===== src/rtl/pc_ir_unit_if.sv =====
// pc_ir_unit_if -- controller/datapath bundle for the PC / instruction register unit.
//   master : controller-side view (drives control, ALU results and memory word; sees PC/IR state)
//   slave  : the pc_ir_unit itself (samples control/data, drives PC, IR, decodes, counters)
// Signals:
//   IRWrite, PCWrite, PCWriteCond, PCSource[1:0] : control from the multicycle controller
//   alu_result[31:0], zero                       : this cycle's ALU output and zero flag
//   mem_rdata[31:0]                              : word stored at address pc
//   pc, instr, alu_out                           : architectural registers
//   op_in, rs, rt, rd, imm_se, imm_ze, imm_lui   : combinational decodes of instr
//   pc_loaded                                    : one-cycle pulse after a PC update
//   fetch_cnt[CNT_W-1:0]                         : IR loads since reset
interface pc_ir_unit_if #(
    parameter int CNT_W = 16
);
    logic             IRWrite;
    logic             PCWrite;
    logic             PCWriteCond;
    logic [1:0]       PCSource;
    logic [31:0]      alu_result;
    logic             zero;
    logic [31:0]      mem_rdata;

    logic [31:0]      pc;
    logic [31:0]      instr;
    logic [5:0]       op_in;
    logic [4:0]       rs;
    logic [4:0]       rt;
    logic [4:0]       rd;
    logic [31:0]      imm_se;
    logic [31:0]      imm_ze;
    logic [31:0]      imm_lui;
    logic [31:0]      alu_out;
    logic             pc_loaded;
    logic [CNT_W-1:0] fetch_cnt;

    modport master (
        output IRWrite, PCWrite, PCWriteCond, PCSource, alu_result, zero, mem_rdata,
        input  pc, instr, op_in, rs, rt, rd, imm_se, imm_ze, imm_lui,
               alu_out, pc_loaded, fetch_cnt
    );

    modport slave (
        input  IRWrite, PCWrite, PCWriteCond, PCSource, alu_result, zero, mem_rdata,
        output pc, instr, op_in, rs, rt, rd, imm_se, imm_ze, imm_lui,
               alu_out, pc_loaded, fetch_cnt
    );
endinterface


===== src/rtl/pc_ir_unit.sv =====
// pc_ir_unit -- program counter, instruction register, ALUOut register and
// instruction field decode for a multicycle MIPS-style datapath.
// Ports:
//   clk   : single clock, all state on the rising edge
//   reset : synchronous active-low reset
//   bus   : pc_ir_unit_if.slave (control in, ALU/memory data in, PC/IR state and decodes out)
// Parameters:
//   RESET_PC : PC value after reset
//   CNT_W    : fetch counter width (must match the interface CNT_W)
module pc_ir_unit #(
    parameter logic [31:0] RESET_PC = 32'h0000_0000,
    parameter int          CNT_W    = 16
) (
    input  logic         clk,
    input  logic         reset,
    pc_ir_unit_if.slave  bus
);

    logic             pc_en;
    logic [31:0]      next_pc;
    logic [31:0]      pc_q;
    logic [31:0]      instr_q;
    logic [31:0]      alu_out_q;
    logic             pc_loaded_q;
    logic [CNT_W-1:0] fetch_cnt_q;

    // PCWrite dominates; the conditional write only matters when PCWrite is low.
    assign pc_en = bus.PCWrite | (bus.PCWriteCond & bus.zero);

    // Jump target keeps the upper PC bits of the current (pre-update) PC.
    always_comb begin
        next_pc = pc_q;
        case (bus.PCSource)
            2'b00:   next_pc = bus.alu_result;
            2'b01:   next_pc = alu_out_q;
            2'b10:   next_pc = {pc_q[31:26], instr_q[25:0]};
            default: next_pc = pc_q;
        endcase
    end

    // mem_rdata is addressed by the registered pc, so sampling it here on the
    // same edge that updates pc naturally captures the word at the old pc.
    always_ff @(posedge clk) begin
        if (!reset) begin
            pc_q        <= RESET_PC;
            instr_q     <= 32'h0000_0000;
            alu_out_q   <= 32'h0000_0000;
            pc_loaded_q <= 1'b0;
            fetch_cnt_q <= '0;
        end else begin
            if (pc_en)
                pc_q <= next_pc;
            if (bus.IRWrite) begin
                instr_q     <= bus.mem_rdata;
                fetch_cnt_q <= fetch_cnt_q + 1'b1;
            end
            alu_out_q   <= bus.alu_result;
            pc_loaded_q <= pc_en;
        end
    end

    assign bus.pc        = pc_q;
    assign bus.instr     = instr_q;
    assign bus.alu_out   = alu_out_q;
    assign bus.pc_loaded = pc_loaded_q;
    assign bus.fetch_cnt = fetch_cnt_q;

    // Field decodes straight off the IR, no pipeline stage.
    assign bus.op_in   = instr_q[31:26];
    assign bus.rs      = instr_q[25:21];
    assign bus.rt      = instr_q[20:16];
    assign bus.rd      = instr_q[15:11];
    assign bus.imm_se  = {{16{instr_q[15]}}, instr_q[15:0]};
    assign bus.imm_ze  = {16'h0000, instr_q[15:0]};
    assign bus.imm_lui = {instr_q[15:0], 16'h0000};

endmodule


===== src/flat_wrapper.sv =====
// flat-port wrapper written by rule: the top's interface ports become plain ports
module pc_ir_unit_flat 
#(
    parameter logic [31:0] RESET_PC = 32'h0000_0000,
    parameter int          CNT_W    = 16
)
  (clk, reset, bus_IRWrite, bus_PCWrite, bus_PCWriteCond, bus_PCSource, bus_alu_result, bus_zero, bus_mem_rdata, bus_pc, bus_instr, bus_op_in, bus_rs, bus_rt, bus_rd, bus_imm_se, bus_imm_ze, bus_imm_lui, bus_alu_out, bus_pc_loaded, bus_fetch_cnt);
  pc_ir_unit_if #(.CNT_W(CNT_W)) bus_i ();
  input  logic clk;
  input  logic reset;
  input wire logic [$bits(bus_i.IRWrite)-1:0] bus_IRWrite;
  input wire logic [$bits(bus_i.PCWrite)-1:0] bus_PCWrite;
  input wire logic [$bits(bus_i.PCWriteCond)-1:0] bus_PCWriteCond;
  input wire logic [$bits(bus_i.PCSource)-1:0] bus_PCSource;
  input wire logic [$bits(bus_i.alu_result)-1:0] bus_alu_result;
  input wire logic [$bits(bus_i.zero)-1:0] bus_zero;
  input wire logic [$bits(bus_i.mem_rdata)-1:0] bus_mem_rdata;
  output wire logic [$bits(bus_i.pc)-1:0] bus_pc;
  output wire logic [$bits(bus_i.instr)-1:0] bus_instr;
  output wire logic [$bits(bus_i.op_in)-1:0] bus_op_in;
  output wire logic [$bits(bus_i.rs)-1:0] bus_rs;
  output wire logic [$bits(bus_i.rt)-1:0] bus_rt;
  output wire logic [$bits(bus_i.rd)-1:0] bus_rd;
  output wire logic [$bits(bus_i.imm_se)-1:0] bus_imm_se;
  output wire logic [$bits(bus_i.imm_ze)-1:0] bus_imm_ze;
  output wire logic [$bits(bus_i.imm_lui)-1:0] bus_imm_lui;
  output wire logic [$bits(bus_i.alu_out)-1:0] bus_alu_out;
  output wire logic [$bits(bus_i.pc_loaded)-1:0] bus_pc_loaded;
  output wire logic [$bits(bus_i.fetch_cnt)-1:0] bus_fetch_cnt;
  assign bus_i.IRWrite = bus_IRWrite;
  assign bus_i.PCWrite = bus_PCWrite;
  assign bus_i.PCWriteCond = bus_PCWriteCond;
  assign bus_i.PCSource = bus_PCSource;
  assign bus_i.alu_result = bus_alu_result;
  assign bus_i.zero = bus_zero;
  assign bus_i.mem_rdata = bus_mem_rdata;
  assign bus_pc = bus_i.pc;
  assign bus_instr = bus_i.instr;
  assign bus_op_in = bus_i.op_in;
  assign bus_rs = bus_i.rs;
  assign bus_rt = bus_i.rt;
  assign bus_rd = bus_i.rd;
  assign bus_imm_se = bus_i.imm_se;
  assign bus_imm_ze = bus_i.imm_ze;
  assign bus_imm_lui = bus_i.imm_lui;
  assign bus_alu_out = bus_i.alu_out;
  assign bus_pc_loaded = bus_i.pc_loaded;
  assign bus_fetch_cnt = bus_i.fetch_cnt;
  pc_ir_unit #(.RESET_PC(RESET_PC), .CNT_W(CNT_W)) u_core (.clk(clk), .reset(reset), .bus(bus_i));
endmodule

===== config.mk =====
export PLATFORM = sky130hd
export DESIGN_NAME = pc_ir_unit_flat
export DESIGN_NICKNAME = d
export VERILOG_FILES = /design/src/rtl/pc_ir_unit_if.sv /design/src/rtl/pc_ir_unit.sv /design/src/flat_wrapper.sv
export SDC_FILE = /design/constraint.sdc
export NUM_CORES = 1
export LEC_CHECK = 0
export CAP_MARGIN = 10
export CORE_ASPECT_RATIO = 0.5
export CORE_UTILIZATION = 39
export DETAILED_ROUTE_END_ITERATION = 6
export GPL_TIMING_DRIVEN = 0
export HOLD_SLACK_MARGIN = 0.1
export PLACE_DENSITY = 0.81
export SLEW_MARGIN = 20
export SYNTH_ARGS = -nofsm -noshare
export SYNTH_HDL_FRONTEND = slang
export SYNTH_SLANG_ARGS = --single-unit

===== constraint.sdc =====
create_clock -name clk -period 2 [get_ports clk]
set_input_delay 0.4 -clock clk [delete_from_list [all_inputs] [get_ports clk]]
set_output_delay 0.4 -clock clk [all_outputs]
set_load 0.01 [all_outputs]

Yosys cells after proc, flatten, opt, wreduce, memory -nomap -nowiden
Index checks and enable logic that the tools add are counted.

word-level totals
  output and inout bits = 230
  flip-flop bits (word level) = 113

operators by class
  reductions and logical operators = 5
  $add $sub $neg = 1
  muxes and demuxes = 1
  equal/unequal tests = 2
  bitwise gates (word level) = 3

operator list
  cell                   count
  $pmux 32 s3            1
  $add 16x1->16 const B  1
  $reduce_and 3->1       1
  $reduce_bool 3->1      1
  $eq 2x1->1 const B     1
  $eq 2x2->1 const B     1
  $logic_not 2->1        1
  $reduce_and 2->1       1
  $reduce_bool 2->1      1
  $and 1x1->1            1
  $not 1->1              1
  $or 1x1->1             1

Depth between registers and ports, before layout
Gate-level depths: netlist (run 1).

  depth in word-level cells = 3
  depth in mapped cells = 8

Least setup slack after synthesis (run 1)
OpenSTA, ideal clock, no wires.

  path kind = input-to-reg
  start point = input bus_PCSource[0]
  end point = register u_core.pc_q[14] (netlist: u_core.bus.pc[14])
  setup slack = 392 ps
  buffers on the path = 2
  cell stages on the path = 8
  data arrival time = 1543 ps
  library setup time = 65 ps
  required time = 1935 ps
  path through = inv_1 > ha_1 > buf_4 > buf_2 > nor2_1 > a2111oi_0 > a21oi_1 > nor2_1

on the way
  word-level cells in the longest chain between the ends = 3

RTL lines
  item                                      line                RTL
  from (decl)                               flat_wrapper.sv:14  input wire logic [$bits(bus_i.PCSource)-1:0] bus_PCSource;
  $eq 2x1->1, or another cell as far along  pc_ir_unit.sv:33    case (bus.PCSource)
  $reduce_bool 3->1 (no source line)        n/a
  $reduce_and 2->1 (no source line)         n/a
  to (signal assigned)                      pc_ir_unit.sv:52    pc_q <= next_pc;
  to (decl)                                 pc_ir_unit.sv:21    logic [31:0] pc_q;

Several ways; a longest one is shown, not always the timed one.
A chain may end at the register's enable or synchronous reset.

Worst setup path after layout (run 1)
  start point = register u_core.instr_q[15] (netlist: u_core.bus.instr[15])
  end point = output bus_imm_se[16]

RTL lines
  item                    line                RTL
  from (decl)             pc_ir_unit.sv:22    logic [31:0] instr_q;
  from (signal assigned)  pc_ir_unit.sv:54    instr_q <= bus.mem_rdata;
  to (decl)               flat_wrapper.sv:24  output wire logic [$bits(bus_i.imm_se)-1:0] bus_imm_se;

No word-level cell between the ends.

==> results of run 1 <==
## how the worst min path moves through the flow
stage                                                startpoint                                    end  slack, ns  cells after the start
after floorplan           u_core.bus.fetch_cnt[15]$_SDFFE_PN0P_  u_core.bus.fetch_cnt[15]$_SDFFE_PN0P_       0.49                      2
after global placement    u_core.bus.fetch_cnt[15]$_SDFFE_PN0P_  u_core.bus.fetch_cnt[15]$_SDFFE_PN0P_       0.46                      2
after detailed placement         u_core.bus.pc[25]$_SDFFE_PN0P_         u_core.bus.pc[25]$_SDFFE_PN0P_       0.47                      2
after CTS                        u_core.bus.pc[25]$_SDFFE_PN0P_         u_core.bus.pc[25]$_SDFFE_PN0P_       0.49                      2
after global routing             u_core.bus.pc[25]$_SDFFE_PN0P_         u_core.bus.pc[25]$_SDFFE_PN0P_       0.50                      2
final                     u_core.bus.fetch_cnt[15]$_SDFFE_PN0P_  u_core.bus.fetch_cnt[15]$_SDFFE_PN0P_       0.48                      2
## routing by layer
metal,vias to the layer above,track usage [%],part of all wire (%)
met5,-,0,0
li1,2525,-,-
met1,2478,27.1,41
met4,0,11.5,2.9
met3,43,4.34,5.5
met2,201,42.1,51
## layout make-up
class / count / area share (%)
clock buffers: 20 / 4.90
plain buffers: 156 / 12.3
multi-input cells: 352 / 24.5
well taps: 192 / 2.58
repair buffers: 271 / 29.2
flip-flops and latches: 113 / 24.4
inverters: 3 / 0.121
clock inverters: 12 / 1.96
## state kept, by name (all words and copies together), names as in the netlist
register / cells
u_core.bus.pc_loaded: 1
u_core.bus.instr: 32
u_core.bus.alu_out: 32
u_core.bus.pc: 32
u_core.bus.fetch_cnt: 16
## worst max-delay path, cell delays in order, from the launching register on
cell and delay, ns:
dfxtp_4 0.36, buf_6 0.14, buf_4 0.11, clkdlybuf4s50_1 0.52
## through the flow
step	util [%]	instance area [µm²]
final	68.2	9310
after global routing	68.2	9310
after CTS	67.3	9190
after detailed placement	62.5	8540
after global placement	62.5	8540
after floorplan	-	5610
## logic make-up (layout without fill, tap and decap cells)
group / Yosys count / in the layout
AND/OR/NAND/NOR: 181 / 181
buffers and inverters: 161 / 462
flip-flops: 113 / 113
AO/OA/AOI/OAI: 87 / 87
multiplexers: 37 / 37
XOR/XNOR: 10 / 10
adder cells (fa/ha/maj): 5 / 5
other: 1 / 32
## power by group
group          internal, mW  switching [mW]  leakage (nW)  total (mW)
logic                 0.869           0.644          2.65        1.51
clock network          2.16            1.09         0.302        3.24
registers              2.38           0.106         0.934        2.49
total                  5.41            1.84          3.89        7.25
## what timing repair did
item                       4_1_cts  5_1_grt
pin swaps                        0        1
setup endpoints to repair       24       59
setup buffers                    0        2
hold buffers                     0        0
gates resized for setup          5       29
## placed cells by master, fill, tap and decap left out, types with 2 or more instances in the layout
master           instances
nor2_1                 104
nand2b_1                10
dfxtp_2                  4
and2_1                  32
a22oi_1                 26
bufinv_16                4
a2111oi_0                2
clkbuf_1                11
buf_6                    9
conb_1                  32
and4_1                   4
nand4_1                  7
a2111oi_2               19
buf_2                    9
dfxtp_1                108
a2111oi_4                2
clkinv_4                 4
and3_1                   2
clkbuf_2                 2
clkbuf_8                 2
mux2i_1                 37
clkinvlp_4               3
ha_1                     5
a2111oi_1                3
a21oi_1                 27
nand3_1                 10
inv_1                    2
a311oi_1                 6
buf_4                  126
clkbuf_16               17
xor2_1                   7
xnor2_1                  3
nand2_1                  8
clkdlybuf4s50_1        269
==> results.sh, run 1 <==
export IMPL_outcome="complete, no violations"
export IMPL_boundaryPins=302
export IMPL_leakagePower_nw=3.89
export IMPL_synth_top_area_share_pct=41.2
export IMPL_synth_fa_ha_area_share_pct=1.14
export IMPL_route_detailed_drc=0
export IMPL_startpoint="u_core.bus.instr[15]$_SDFFE_PN0P_"
export IMPL_place_inst=1087
export IMPL_dp_hpwl_mm=13.1
export IMPL_yosysUniqueCellTypes=34
export IMPL_drv_cap=0
export IMPL_die_area_um2=14600
export IMPL_core_region_area_um2=13700
export IMPL_num_vias=5247
export IMPL_synth_seq_cells=113
export IMPL_synthMuxAreaShare_pct=6.74
export IMPL_synth_edf_count=0
export IMPL_synth_async_reset_ratio_pct=0
export IMPL_min_period_ns=1.94
export IMPL_synth_compound_gate_area_share_pct=12.8
export IMPL_grt_total_usage_pct=23.4
export IMPL_routedWlPerCell_um=16.0
export IMPL_synth_top_family_by_area="buffers and inverters"
export IMPL_synth_most_common_cell="buf_4"
export IMPL_cts_buffer_depth=2
export IMPL_crit_path_end_kind="output port"
export IMPL_required_ns=1.60
export IMPL_timing_final_ws_setup_ns=0.0629
export IMPL_ff2ff_path_depth=4
export IMPL_hold_viol_final=0
export IMPL_cts_root_buffer="clkbuf_16"
export IMPL_synth_top_cells_by_count="125 x buf_4, 113 x dfxtp_1, 104 x nor2_1"
export IMPL_clock_skew_ns=0.00601
export IMPL_io_buffers=269
export IMPL_wl_mm=17.9
export IMPL_power_total_mw=7.25
export IMPL_dieWidth_um=170
export IMPL_syn_inst=595
export IMPL_place_congestion=0.808
export IMPL_fillers=1089
export IMPL_viasPerCell=4.69
export IMPL_cts_tree="yes"
export IMPL_reg2reg_from="u_core.bus.fetch_cnt[6]$_SDFFE_PN0P_"
export IMPL_yosysSeqAreaShare_pct=41.2
export IMPL_fp_dieH_um=85.9
export IMPL_synth_xor_area_share_pct=1.59
export IMPL_grt_overflow=0
export IMPL_synth_largest_area_cell="dfxtp_1"
export IMPL_worstSetupEndpoint="bus_imm_se[16]"
export IMPL_cp_start_kind="flip-flop"
export IMPL_synthToLayoutAreaGrowth_pct=69.5
export IMPL_min_path_type="flip-flop to flip-flop"
export IMPL_nNetsFinal=991
export IMPL_ff2ff_setup_slack_ns=0.63
export IMPL_num_rows=30
export IMPL_diodes=0
export IMPL_slew_headroom_pct=51.7
export IMPL_first_iter_violations=211
export IMPL_finalNonFillerCells=1119
export IMPL_finalSetupViolations=0
export IMPL_cts_made_buffers=17
export IMPL_register_area_um2=2270
export IMPL_ys_flop_type="dfxtp_1"
export IMPL_avgSynthCellArea_um2=9.24
export IMPL_synthesis_area_um2=5500
export IMPL_rsz0062_at_grt="true"
export IMPL_ys_top_cells_by_area="dfxtp_1 41%, buf_4 17%, nor2_1 7.1%, mux2i_1 6.7%, and2_1 3.6%"
export IMPL_synthSimpleGateAreaFrac_pct=15.6
export IMPL_finalSetupTns_ns=0
export IMPL_multi_input_area_um2=2280
export IMPL_maxClockFrequency_ghz=0.516
export IMPL_reg2reg_to="u_core.bus.fetch_cnt[14]$_SDFFE_PN0P_"
export IMPL_cts_sinks=113
export IMPL_power_density_nw_per_um2=778
export IMPL_finalCritPeriodShare_pct=96.9
export IMPL_drive_gt1_share_pct=22.4
export IMPL_cts_reportedPaths_clkPinSlew_ns=0.06
export IMPL_cp_arrival_ns=1.54
export IMPL_htreeDepth=4
export IMPL_ant_nets=0
export IMPL_vdd_drop_max_mv=0.385
export IMPL_yosysWarnings=0
export IMPL_whs_ns=0.484
export IMPL_insertion_delay_ns=0.40
export IMPL_grt_pass1_wl_mm=26.3
export IMPL_start_util_pct=40.2
export IMPL_grt_max_degree=24
export IMPL_worstMarginPinSlew_ns=0.724
export IMPL_antenna_found_initial=0
export IMPL_drtPass1Iterations=5
export IMPL_slew_viol_final=0
export IMPL_worstPathMaxFanout=11
export IMPL_grt_pass1_vias=4881
export IMPL_setup_worst_path_class="flip-flop to output port"
export IMPL_pre_cts_ws_ns=-0.419
(Power assumes the default switching activity.)
==> run 2: changes to the inputs <==
--- a/config.mk
+++ b/config.mk
@@ -6,12 +6,12 @@
 export NUM_CORES = 1
 export LEC_CHECK = 0
 export CAP_MARGIN = 10
-export CORE_ASPECT_RATIO = 0.5
-export CORE_UTILIZATION = 39
+export CORE_AREA = 2 2 118 120
 export DETAILED_ROUTE_END_ITERATION = 6
+export DIE_AREA = 0 0 120 122
+export DONT_BUFFER_PORTS = 1
 export GPL_TIMING_DRIVEN = 0
 export HOLD_SLACK_MARGIN = 0.1
-export PLACE_DENSITY = 0.81
 export SLEW_MARGIN = 20
 export SYNTH_ARGS = -nofsm -noshare
 export SYNTH_HDL_FRONTEND = slang
==> results.sh, run 2 (synthesis gave the netlist of run 1 again) <==
export IMPL_outcome="complete, no violations"
export IMPL_crit_path_end_kind="output port"
export IMPL_die_area_um2=14600
export IMPL_antenna_found_initial=0
export IMPL_start_util_pct=40.7
export IMPL_worstMarginPinSlew_ns=0.733
export IMPL_vdd_drop_max_mv=0.680
export IMPL_grt_pass1_vias=4185
export IMPL_path_delay_family="flip-flops"
export IMPL_power_internal_mw=4.61
export IMPL_combPwrFrac_pct=13.4
export IMPL_diodes=0
export IMPL_worstPathMaxFanout=23
export IMPL_reg2reg_to="u_core.bus.pc[15]$_SDFFE_PN0P_"
export IMPL_hold_viol_final=0
export IMPL_core_region_area_um2=13500
export IMPL_min_path_type="input pin to flip-flop"
export IMPL_finalSetupTns_ns=0
export IMPL_cts_root_buffer="clkbuf_16"
export IMPL_drive_gt1_share_pct=26.7
export IMPL_grt_total_usage_pct=21.9
export IMPL_reg2reg_from="u_core.bus.instr[15]$_SDFFE_PN0P_"
export IMPL_drtPass1Iterations=4
export IMPL_fin_area_um2=6700
export IMPL_cts_buffer_depth=2
export IMPL_slew_viol_final=0
export IMPL_cts_tree="yes"
export IMPL_synthToLayoutAreaGrowth_pct=21.9
export IMPL_place_area_um2=5840
export IMPL_power_total_mw=6.23
export IMPL_post_cts_buffers=0
export IMPL_htreeDepth=4
export IMPL_io_buffers=0
export IMPL_slowest_delay_ns=0.79
export IMPL_register_area_um2=2260
export IMPL_cp_num_buf_inv=1
export IMPL_ff2ff_setup_slack_ns=0.38
export IMPL_clkPwrFrac_pct=45.0
export IMPL_crit_cells=1
export IMPL_rsz0062_at_grt="false"
export IMPL_viasPerCell=4.95
export IMPL_power_density_nw_per_um2=929
export IMPL_pre_cts_ws_ns=0.103
export IMPL_fp_dieH_um=122
export IMPL_num_vias=4295
export IMPL_place_congestion=0.773
export IMPL_grt_max_degree=24
export IMPL_timing_final_ws_setup_ns=0.156
export IMPL_multi_input_area_um2=2200
export IMPL_boundaryPins=302
export IMPL_p_switching_mw=1.62
export IMPL_most_common_layout_cells="125 x buf_4, 113 x dfxtp_1, 104 x nor2_1"
export IMPL_ant_nets=0
export IMPL_ff2ff_path_depth=4
export IMPL_first_iter_violations=210
export IMPL_final_util_pct=49.6
export IMPL_finalSetupViolations=0
export IMPL_num_rows=43
export IMPL_grt_pass1_wl_mm=24.1
export IMPL_insertion_delay_ns=0.41
export IMPL_cts_made_buffers=17
export IMPL_setup_worst_path_class="flip-flop to output port"
export IMPL_cp_start_kind="flip-flop"
export IMPL_leakagePower_nw=2.97
export IMPL_switching_share_pct=26.0
export IMPL_worstSetupEndpoint="bus_imm_se[24]"
export IMPL_slew_headroom_pct=51.0
export IMPL_required_ns=1.60
export IMPL_wl_mm=16.1
export IMPL_routedWlPerCell_um=18.5
export IMPL_cts_reportedPaths_clkPinSlew_ns=0.05
export IMPL_fillers=1277
export IMPL_cp_cell_sequence="buf_4"
export IMPL_grt_overflow=0
export IMPL_clock_skew_ns=0.00540
export IMPL_startpoint="u_core.bus.instr[15]$_SDFFE_PN0P_"
export IMPL_crit_slowest_cell="dfxtp_1"
export IMPL_finalCritPeriodShare_pct=92.2
export IMPL_cp_arrival_ns=1.44
export IMPL_cts_sinks=113
export IMPL_mostFrequentLayoutCell="buf_4"
export IMPL_dieWidth_um=120
export IMPL_maxClockFrequency_ghz=0.542
export IMPL_drv_cap=0
export IMPL_power_frac_seq_pct=41.6
export IMPL_dp_hpwl_mm=11.6
export IMPL_min_period_ns=1.84
export IMPL_route_detailed_drc=0
export IMPL_nNetsFinal=753
run 2: changes by cell type in the layout (fill, tap and decap cells not counted), moves of 4 or more:
cell / delta
clkdlybuf4s50_1: -269
dlygate4sd3_1: +31
a2111oi_2: -8
a2111oi_0: +7
clkbuf_1: +7
dfxtp_1: +5
clkinv_2: +4
clkinv_4: -4
dfxtp_2: -4
run 2: power by group through the flow:
stage	Sequential, mW	Combinational [mW]	Clock [mW]
after floorplan	2.58	0.660	0
after global placement	2.63	0.777	0
after detailed placement	2.64	0.788	0
after CTS	2.59	0.839	2.88
after global routing	2.61	0.925	2.98
final	2.59	0.835	2.80
run 2: per-stage QoR:
step,cells,hold slack [ns]
floorplan,626,0.490
global placement,806,0.507
detailed placement,806,0.525
CTS,868,0.100
global route,868,0.107
finish,868,0.120
run 2: routing by layer:
layer | wire length [µm] | share of wire, % | global-route usage (%) | up-vias
met5 | 0 | 0 | 0 | -
met4 | 308 | 1.9 | 9.26 | 0
met3 | 1460 | 9.1 | 8.29 | 24
met2 | 8100 | 50 | 37.3 | 204
met1 | 6220 | 39 | 24.6 | 2018
li1 | - | - | - | 2049
run 2: worst min path at each step:
stage | cells after the start | endpoint | slack, ns | startpoint
3_3_place_gp | 2 | u_core.bus.fetch_cnt[15]$_SDFFE_PN0P_ | 0.51 | u_core.bus.fetch_cnt[15]$_SDFFE_PN0P_
6_report | 1 | u_core.bus.alu_out[9]$_SDFF_PN0_ | 0.12 | bus_alu_result[9]
4_1_cts | 1 | u_core.bus.alu_out[9]$_SDFF_PN0_ | 0.10 | bus_alu_result[9]
5_1_grt | 1 | u_core.bus.alu_out[9]$_SDFF_PN0_ | 0.11 | bus_alu_result[9]
2_1_floorplan | 2 | u_core.bus.fetch_cnt[15]$_SDFFE_PN0P_ | 0.49 | u_core.bus.fetch_cnt[15]$_SDFFE_PN0P_
3_5_place_dp | 1 | u_core.bus.alu_out[19]$_SDFF_PN0_ | 0.52 | bus_alu_result[19]
run 2: cell type report:
| class | count | share of cell area (%) |
|---|---|---|
| Tap cell | 180 | 3.36 |
| Inverter | 3 | 0.168 |
| Sequential cell | 113 | 33.8 |
| Multi-Input combinational cell | 352 | 32.8 |
| Clock buffer | 25 | 7.40 |
| Timing Repair Buffer | 31 | 4.63 |
| Buffer | 158 | 17.0 |
| Clock inverter | 6 | 0.822 |
run 2: repair_timing:
action / CTS / global route
hold buffers: 31 / 0
resized for setup: 0 / 0
endpoints found under the hold margin: 31 / 0
